`config.mk`:
```
export PLATFORM = sky130hd
export DESIGN_NAME = tt_um_ajah_stott_holmes_serial_subtractor
export DESIGN_NICKNAME = d
export VERILOG_FILES = /design/src/rtl/tt_subtractor_pkg.sv /design/src/rtl/half_subtractor.sv /design/src/rtl/tt_um_ajah_stott_holmes_serial_subtractor.sv
export SDC_FILE = /design/constraint.sdc
export NUM_CORES = 1
export LEC_CHECK = 0
export BUFFER_PORTS_ARGS = -buffer_cell sky130_fd_sc_hd__clkbuf_2
export CAP_MARGIN = 20
export CORE_ASPECT_RATIO = 0.9
export CORE_MARGIN = 10
export CORE_UTILIZATION = 50
export DETAILED_ROUTE_END_ITERATION = 16
export HOLD_SLACK_MARGIN = 0.15
export PLACE_DENSITY = 0.75
export SYNTH_ARGS = -nofsm -noshare
export SYNTH_HDL_FRONTEND = slang
export SYNTH_SLANG_ARGS = --single-unit
```
`constraint.sdc`:
```
create_clock -name clk -period 1.65 [get_ports clk]
set_input_delay 0.2475 -clock clk [delete_from_list [all_inputs] [get_ports clk]]
set_output_delay 0.2475 -clock clk [all_outputs]
set_load 0.05 [all_outputs]
```
`src/rtl/tt_subtractor_pkg.sv`:
```
// Shared types and pin map for the serial subtractor tile.
package tt_subtractor_pkg;

    typedef enum logic [1:0] {
        ST_IDLE  = 2'd0,
        ST_SHIFT = 2'd1,
        ST_DONE  = 2'd2
    } state_e;

    // uio_in strobe positions
    localparam int PIN_LOAD_A = 0;
    localparam int PIN_LOAD_B = 1;
    localparam int PIN_START  = 2;

    // uio_out status positions
    localparam int PIN_BUSY   = 4;
    localparam int PIN_DONE   = 5;
    localparam int PIN_BORROW = 6;
    localparam int PIN_ZERO   = 7;

    localparam logic [7:0] UIO_OE_VAL = 8'hF0;

endpackage

```
`src/rtl/half_subtractor.sv`:
```
// One-bit half subtractor: difference and borrow of x - y.
module half_subtractor (
    input  logic x,
    input  logic y,
    output logic d,
    output logic bo
);

    assign d  = x ^ y;
    assign bo = ~x & y;

endmodule

```
`src/rtl/tt_um_ajah_stott_holmes_serial_subtractor.sv`:
```
// Bit-serial unsigned A - B, LSB first, built from two chained half subtractors.
//
// state    | meaning
// ---------+--------------------------------------------------------------
// ST_IDLE  | waiting; operands may be loaded, start launches an operation
// ST_SHIFT | one difference bit per clock, strobes ignored
// ST_DONE  | result/borrow/zero valid; load returns to idle, start reruns
module tt_um_ajah_stott_holmes_serial_subtractor
    import tt_subtractor_pkg::*;
#(
    parameter int WIDTH = 8
) (
    input  logic       clk,
    input  logic       rst_n,
    input  logic       ena,
    input  logic [7:0] ui_in,
    input  logic [7:0] uio_in,
    output logic [7:0] uo_out,
    output logic [7:0] uio_out,
    output logic [7:0] uio_oe
);

    localparam int CW = $clog2(WIDTH);

    state_e             r_state;
    state_e             w_state_nxt;
    logic [WIDTH-1:0]   r_a;
    logic [WIDTH-1:0]   r_b;
    logic [WIDTH-1:0]   r_sh_a;
    logic [WIDTH-1:0]   r_sh_b;
    logic [WIDTH-1:0]   r_res;
    logic [WIDTH-1:0]   r_out;
    logic [CW-1:0]      r_cnt;
    logic               r_bin;
    logic               r_borrow;
    logic               r_zero;

    logic               w_load_a;
    logic               w_load_b;
    logic               w_load_any;
    logic               w_start_go;
    logic               w_shifting;
    logic               w_last;
    logic               w_d1;
    logic               w_b1;
    logic               w_d;
    logic               w_b2;
    logic               w_bout;
    logic [WIDTH-1:0]   w_res_nxt;
    logic [7:0]         w_uio_out;
    logic               w_unused;

    assign w_load_a   = uio_in[PIN_LOAD_A];
    assign w_load_b   = uio_in[PIN_LOAD_B];
    assign w_load_any = w_load_a | w_load_b;
    // A load in the same cycle always beats start.
    assign w_start_go = uio_in[PIN_START] & ~w_load_any;
    assign w_shifting = (r_state == ST_SHIFT);
    assign w_last     = (r_cnt == CW'(WIDTH - 1));

    half_subtractor u_hs_ab (
        .x  (r_sh_a[0]),
        .y  (r_sh_b[0]),
        .d  (w_d1),
        .bo (w_b1)
    );

    half_subtractor u_hs_bin (
        .x  (w_d1),
        .y  (r_bin),
        .d  (w_d),
        .bo (w_b2)
    );

    assign w_bout    = w_b1 | w_b2;
    assign w_res_nxt = {w_d, r_res[WIDTH-1:1]};

    always_ff @(posedge clk or negedge rst_n) begin
        if (!rst_n) begin
            r_state <= ST_IDLE;
        end else begin
            r_state <= w_state_nxt;
        end
    end

    always_comb begin
        w_state_nxt = r_state;
        case (r_state)
            ST_IDLE: begin
                if (w_start_go) w_state_nxt = ST_SHIFT;
            end
            ST_SHIFT: begin
                if (w_last) w_state_nxt = ST_DONE;
            end
            ST_DONE: begin
                if (w_load_any)      w_state_nxt = ST_IDLE;
                else if (w_start_go) w_state_nxt = ST_SHIFT;
            end
            default: w_state_nxt = ST_IDLE;
        endcase
    end

    always_ff @(posedge clk or negedge rst_n) begin
        if (!rst_n) begin
            r_a      <= '0;
            r_b      <= '0;
            r_sh_a   <= '0;
            r_sh_b   <= '0;
            r_res    <= '0;
            r_out    <= '0;
            r_cnt    <= '0;
            r_bin    <= 1'b0;
            r_borrow <= 1'b0;
            r_zero   <= 1'b0;
        end else if (!w_shifting) begin
            if (w_load_a) r_a <= ui_in[WIDTH-1:0];
            if (w_load_b) r_b <= ui_in[WIDTH-1:0];
            if (w_start_go) begin
                r_sh_a <= r_a;
                r_sh_b <= r_b;
                r_bin  <= 1'b0;
                r_cnt  <= '0;
            end
        end else begin
            r_sh_a <= r_sh_a >> 1;
            r_sh_b <= r_sh_b >> 1;
            r_res  <= w_res_nxt;
            r_bin  <= w_bout;
            r_cnt  <= r_cnt + CW'(1);
            // Published outputs update only once, with the completed word.
            if (w_last) begin
                r_out    <= w_res_nxt;
                r_borrow <= w_bout;
                r_zero   <= (w_res_nxt == '0);
            end
        end
    end

    always_comb begin
        w_uio_out             = 8'h00;
        w_uio_out[PIN_BUSY]   = w_shifting;
        w_uio_out[PIN_DONE]   = (r_state == ST_DONE);
        w_uio_out[PIN_BORROW] = r_borrow;
        w_uio_out[PIN_ZERO]   = r_zero;
    end

    assign uo_out   = 8'(r_out);
    assign uio_out  = w_uio_out;
    assign uio_oe   = UIO_OE_VAL;
    assign w_unused = &{1'b0, ena, uio_in[7:3]};

endmodule

```
---- Yosys cells after proc, flatten, opt, wreduce, memory -nomap -nowiden ----
Cells that the tools add are included.
word-level totals
  flip-flop bits (word level) ............. 56
  bits of input ports ..................... 19
cells by class
  reductions and logical operators ........ 6
  equality and inequality tests ........... 4
  bitwise gates (word level) .............. 11
  add/sub/neg operators ................... 1
  mux-type cells .......................... 12
operators by type and width
  cell                                                                    number
  8-bit 2-to-1 mux                                                        4
  8-bit logical NOT                                                       1
  2-bit 2-to-1 mux                                                        3
  3-bit 2-to-1 mux                                                        2
  2-bit one-hot mux with 3 select lines                                   1
  2-bit AND reduction                                                     3
  1-bit NOT                                                               4
  3-bit by 1-bit adder with 3-bit output (second input constant)          1
  1-bit bitwise AND                                                       3
  3-bit equality test (second input constant)                             1
  2-bit by 1-bit equality test with 1-bit output (second input constant)  1
  2-bit equality test (second input constant)                             1
  2-bit logical NOT                                                       1
  1-bit 2-to-1 mux                                                        2
  2-bit by 1-bit != test with 1-bit output (second input constant)        1
  1-bit OR                                                                2
  2-bit nonzero test                                                      1
  1-bit XOR                                                               2

---- Logic depth before layout (Yosys ltp) ----
  depth in word-level cells ............... 6
  depth in mapped cells ................... 6
  gate-level depth less buffers ........... 5

---- Modules after synthesis ----
Synthesis repeated with hierarchy kept, for this count alone.
second synthesis, totals
  cells, all modules ...................... 221
  area, all modules ....................... 2,489.9 um2
by module, submodules not included
  module                                     cells each  times used  area an instance (um2)
  tt_um_ajah_stott_holmes_serial_subtractor  215         1           2,449.8
  half_subtractor                            3           2           20.0

---- Worst setup path before layout ----
OpenSTA, ideal clock, no wires.
  path kind ............................... reg-to-reg
  start point ............................. reg r_cnt[0]
  end point ............................... reg r_out[1] (netlist: uo_out[1])
  path slack .............................. 102 ps
  cell stages (with the launch flop) ...... 6
  setup time .............................. 125 ps
  data required time ...................... 1,525 ps
  buffers on the path ..................... 1
  arrival ................................. 1,423 ps
  path through ............................ dfrtp_1 -> ha_1 -> ha_1 -> nand3b_1 -> buf_2 -> mux2_2
on the way
  longest elaborated chain between the ends .. 2
RTL lines
  item                                  line                                              text
  from (decl)                           tt_um_ajah_stott_holmes_serial_subtractor.sv:33   logic [CW-1:0] r_cnt;
  from (signal assigned)                tt_um_ajah_stott_holmes_serial_subtractor.sv:129  r_cnt <= r_cnt + CW'(1);
  3-bit equality test                   tt_um_ajah_stott_holmes_serial_subtractor.sv:59   assign w_last = (r_cnt == CW'(WIDTH - 1));
  2-bit AND reduction (no source line)  n/a
  to (signal assigned)                  tt_um_ajah_stott_holmes_serial_subtractor.sv:132  r_out <= w_res_nxt;
  to (decl)                             tt_um_ajah_stott_holmes_serial_subtractor.sv:32   logic [WIDTH-1:0] r_out;
Every way passes these cells.
A chain may end at the register's enable or synchronous reset.

---- Worst setup path in the final report ----
  start point ............................. reg r_state[1]
  end point ............................... out uio_out[4]
on the way
  longest elaborated chain between the ends .. 1
RTL lines
  item                                            line                                             text
  from (decl)                                     tt_um_ajah_stott_holmes_serial_subtractor.sv:25  state_e r_state;
  from (signal assigned)                          tt_um_ajah_stott_holmes_serial_subtractor.sv:82  r_state <= w_state_nxt;
  2-bit by 1-bit equality test with 1-bit output  tt_um_ajah_stott_holmes_serial_subtractor.sv:58  assign w_shifting = (r_state == ST_SHIFT);
  to (decl)                                       tt_um_ajah_stott_holmes_serial_subtractor.sv:19  output logic [7:0] uio_out,
Every way passes these cells.

==> results.sh <==
export IMPL_ys_warn_count=0
export IMPL_maxCapViolations=0
export IMPL_grt_max_degree=56
export IMPL_area_growth_syn_to_layout_pct=11.1
export IMPL_initial_utilization=0.530
export IMPL_vias_per_cell=5.13
export IMPL_root_buffer="clkbuf_8"
export IMPL_n_antenna_cell=0
export IMPL_pwr_share_seq=0.425
export IMPL_sw_frac_of_total=0.413
export IMPL_path_class="reg -> out"
export IMPL_cts_buffer_depth=2
export IMPL_ir_drop_uv=1100
export IMPL_crit_start="r_state[1]"
export IMPL_wire_per_inst_um=14.5
export IMPL_synthMuxAreaShare=0.115
export IMPL_max_freq_ghz=0.630
export IMPL_post_cts_buffers=0
export IMPL_place_detailed_hpwl_um=3190
export IMPL_htree_levels=2
export IMPL_synth_top_family_by_area="simple AND/OR/NAND/NOR gates"
export IMPL_comb_power_share=0.448
export IMPL_drive_gt1_frac=0.286
export IMPL_yosys_area_top_type_share=0.567
export IMPL_worstPathMaxFanout=11
export IMPL_finalNonFillerCells=303
export IMPL_die_w_um=93.4
export IMPL_cp_required_ps=1400
export IMPL_wirelength_um=4410
export IMPL_io_pins=43
export IMPL_avgSynthCellArea_um2=11.2
export IMPL_drcViolationCount=0
export IMPL_die_area_mm2=0.00805
export IMPL_p_leak_nw=1.26
export IMPL_hold_path_class="in -> reg"
export IMPL_synth_compound_area_frac=0.0634
export IMPL_ys_seq_elements=55
export IMPL_fillers=380
export IMPL_arrival_ps=1340
export IMPL_hp_start="ui_in[7]"
export IMPL_end_kind="primary output"
export IMPL_switching_power_w=0.00233
export IMPL_dr_total_vias=1554
export IMPL_timing_rr_start="r_cnt[0]"
export IMPL_rows=23
export IMPL_place_port_buffers=24
export IMPL_drtIter0Drc=92
export IMPL_finalHoldViolCount=0
export IMPL_synthCells=216
export IMPL_final_period_utilization=0.962
export IMPL_postRouteAntennaNets=0
export IMPL_cts_buffers=5
export IMPL_place_area_mm2=0.00259
export IMPL_p_per_area_mw_per_mm2=2090
export IMPL_grt_pass1_vias=1546
export IMPL_clk_pin_slew_worst_paths_ps=100
export IMPL_rsz0062_at_grt="no"
export IMPL_grt_usage=0.111
export IMPL_finalSetupViolCount=0
export IMPL_grt_overflow=0
export IMPL_grt_pass1_wl_um=7370
export IMPL_antenna_found_initial=0
export IMPL_die_y_um=86.1
export IMPL_clkSinkCount=55
export IMPL_gp_congestion=0.724
export IMPL_synth_cell_types=29
export IMPL_synth_xor_area_frac=0
export IMPL_timing_setup_tns_ps=0
export IMPL_finish_net_count=262
export IMPL_slew_viol_final=0
export IMPL_internal_power_w=0.00331
export IMPL_synthAdderAreaFrac=0.0186
export IMPL_status="complete, no violations"
export IMPL_clock_skew_ps=10.9
export IMPL_synth_area_leader_cell="dfrtp_1"
export IMPL_netlist_area_mm2=0.00243
export IMPL_dp_cells=294
export IMPL_fin_crit_ps=1590
export IMPL_stdcell_area_mm2=0.00270
export IMPL_ys_top_cells_by_area="dfrtp_1 57%, mux2_2 11%, nand2_1 8.4%"
export IMPL_drt_first_pass_iters=4
export IMPL_synth_seq_area_share=0.567
export IMPL_core_mm2=0.00458
export IMPL_pwr_share_clk=0.127
export IMPL_yosys_area_share_simple=0.153
export IMPL_clk_latency_ps=300
export IMPL_startpoint_type="flip-flop"
export IMPL_cts_tree="yes"
-- kinds of logic (layout without fill, tap and decap cells) --
logic type	Yosys count	after routing
AOI/OAI and AO/OA	24	24
adders and majority gates	3	3
buffers and inverters	27	42
muxes	25	25
other	2	12
DFF	55	55
and+or+nand+nor	80	80
-- registers in the layout, indices dropped and copies added (netlist names) --
register / cells
r_bin: 1
r_sh_a: 8
r_sh_b: 8
r_res: 7
r_cnt: 3
r_zero: 1
r_a: 8
r_state: 2
uo_out: 8
r_borrow: 1
r_b: 8
-- cells in the final DEF, fill, tap and decap left out, drive strengths merged --
cell,Yosys,final
o21ai,3,3
nor2b,1,1
ha,2,2
clkbuf,1,29
nor4,1,1
clkinvlp,0,1
a31oi,14,14
nand3b,1,1
inv,2,2
buf,24,8
nor3b,1,1
mux2,24,24
conb,2,12
fa,1,1
dfrtp,55,55
nor4b,1,1
clkinv,0,1
nand2b,1,1
a22o,4,4
nor3,15,15
a21oi,2,2
or3b,1,1
o22ai,1,1
nor2,1,1
dlygate4sd3,0,1
mux2i,1,1
nand2,57,57
-- synth_stat cells --
library cell / n
buf_6: 2
nand2b_1: 1
nor4b_1: 1
conb_1: 2
nand2_2: 2
a21oi_1: 2
inv_1: 1
mux2_2: 24
dfrtp_1: 55
o22ai_1: 1
buf_4: 20
a31oi_1: 14
inv_2: 1
o21ai_0: 3
clkbuf_1: 1
nand2_1: 54
nor2_1: 1
mux2i_1: 1
nand3b_1: 1
nor2b_1: 1
a22o_1: 4
nor3_1: 15
ha_1: 2
fa_1: 1
nor3b_4: 1
or3b_4: 1
nand2_4: 1
buf_2: 2
nor4_1: 1
-- worst paths after layout --
kind / to / slack [ps] / depth (start not counted)
max in group asynchronous: r_sh_a[6] / 950 / 3
hold reg to reg: r_zero / 490 / 2
setup / recovery: uio_out[4] / 60 / 3
setup reg to reg: uo_out[2] / 70 / 5
hold / removal: r_b[7] / 190 / 2
min in group asynchronous: r_res[6] / 470 / 3
-- cell type report --
class	count	area, um2	area share
Multi-Input combinational cell	144	901	0.334
Tap cell	62	77.6	0.0288
Inverter	2	10.0	0.00371
Clock inverter	2	12.5	0.00464
Sequential cell	55	1380	0.510
Timing Repair Buffer	32	248	0.0918
Clock buffer	6	72.6	0.0269
-- critical path, cell delays in order, from the launching register on --
cell and delay, ps:
dfrtp_1 400, nand2b_1 270, inv_4 210, buf_12 160
-- per-layer routing --
metal | GRT usage | vias to the layer above | part of all wire
met5 | 0 | - | 0
met4 | 0.0336 | 0 | 0.011
met3 | 0.0296 | 5 | 0.061
met2 | 0.176 | 39 | 0.49
met1 | 0.145 | 750 | 0.44
li1 | - | 760 | -
-- per-stage QoR --
stage	util	worst slack (ps)	power, W	hold WS, ps
after CTS	0.588	11.0	0.00569	182
after global placement	0.567	112	0.00486	268
after detailed placement	0.567	69.9	0.00498	270
after floorplan	-	102	0.00438	-48.1
after global routing	0.590	2.26	0.00607	180
final	0.590	63.0	0.00564	185
-- what timing repair did --
| action | in CTS | in global routing |
|---|---|---|
| endpoints found under the setup margin | 0 | 2 |
| hold buffers | 1 | 0 |
| resized for setup | 0 | 2 |
| hold endpoints to repair | 55 | 0 |
-- power by group through the flow --
stage	clock [W]	sequential, W	combinational, W
after global placement	0	0.00238	0.00247
after global routing	0.000789	0.00247	0.00281
after CTS	0.000736	0.00239	0.00256
final	0.000715	0.00239	0.00253
after detailed placement	0	0.00242	0.00256
after floorplan	0	0.00262	0.00175
(Power assumes the default switching activity.)
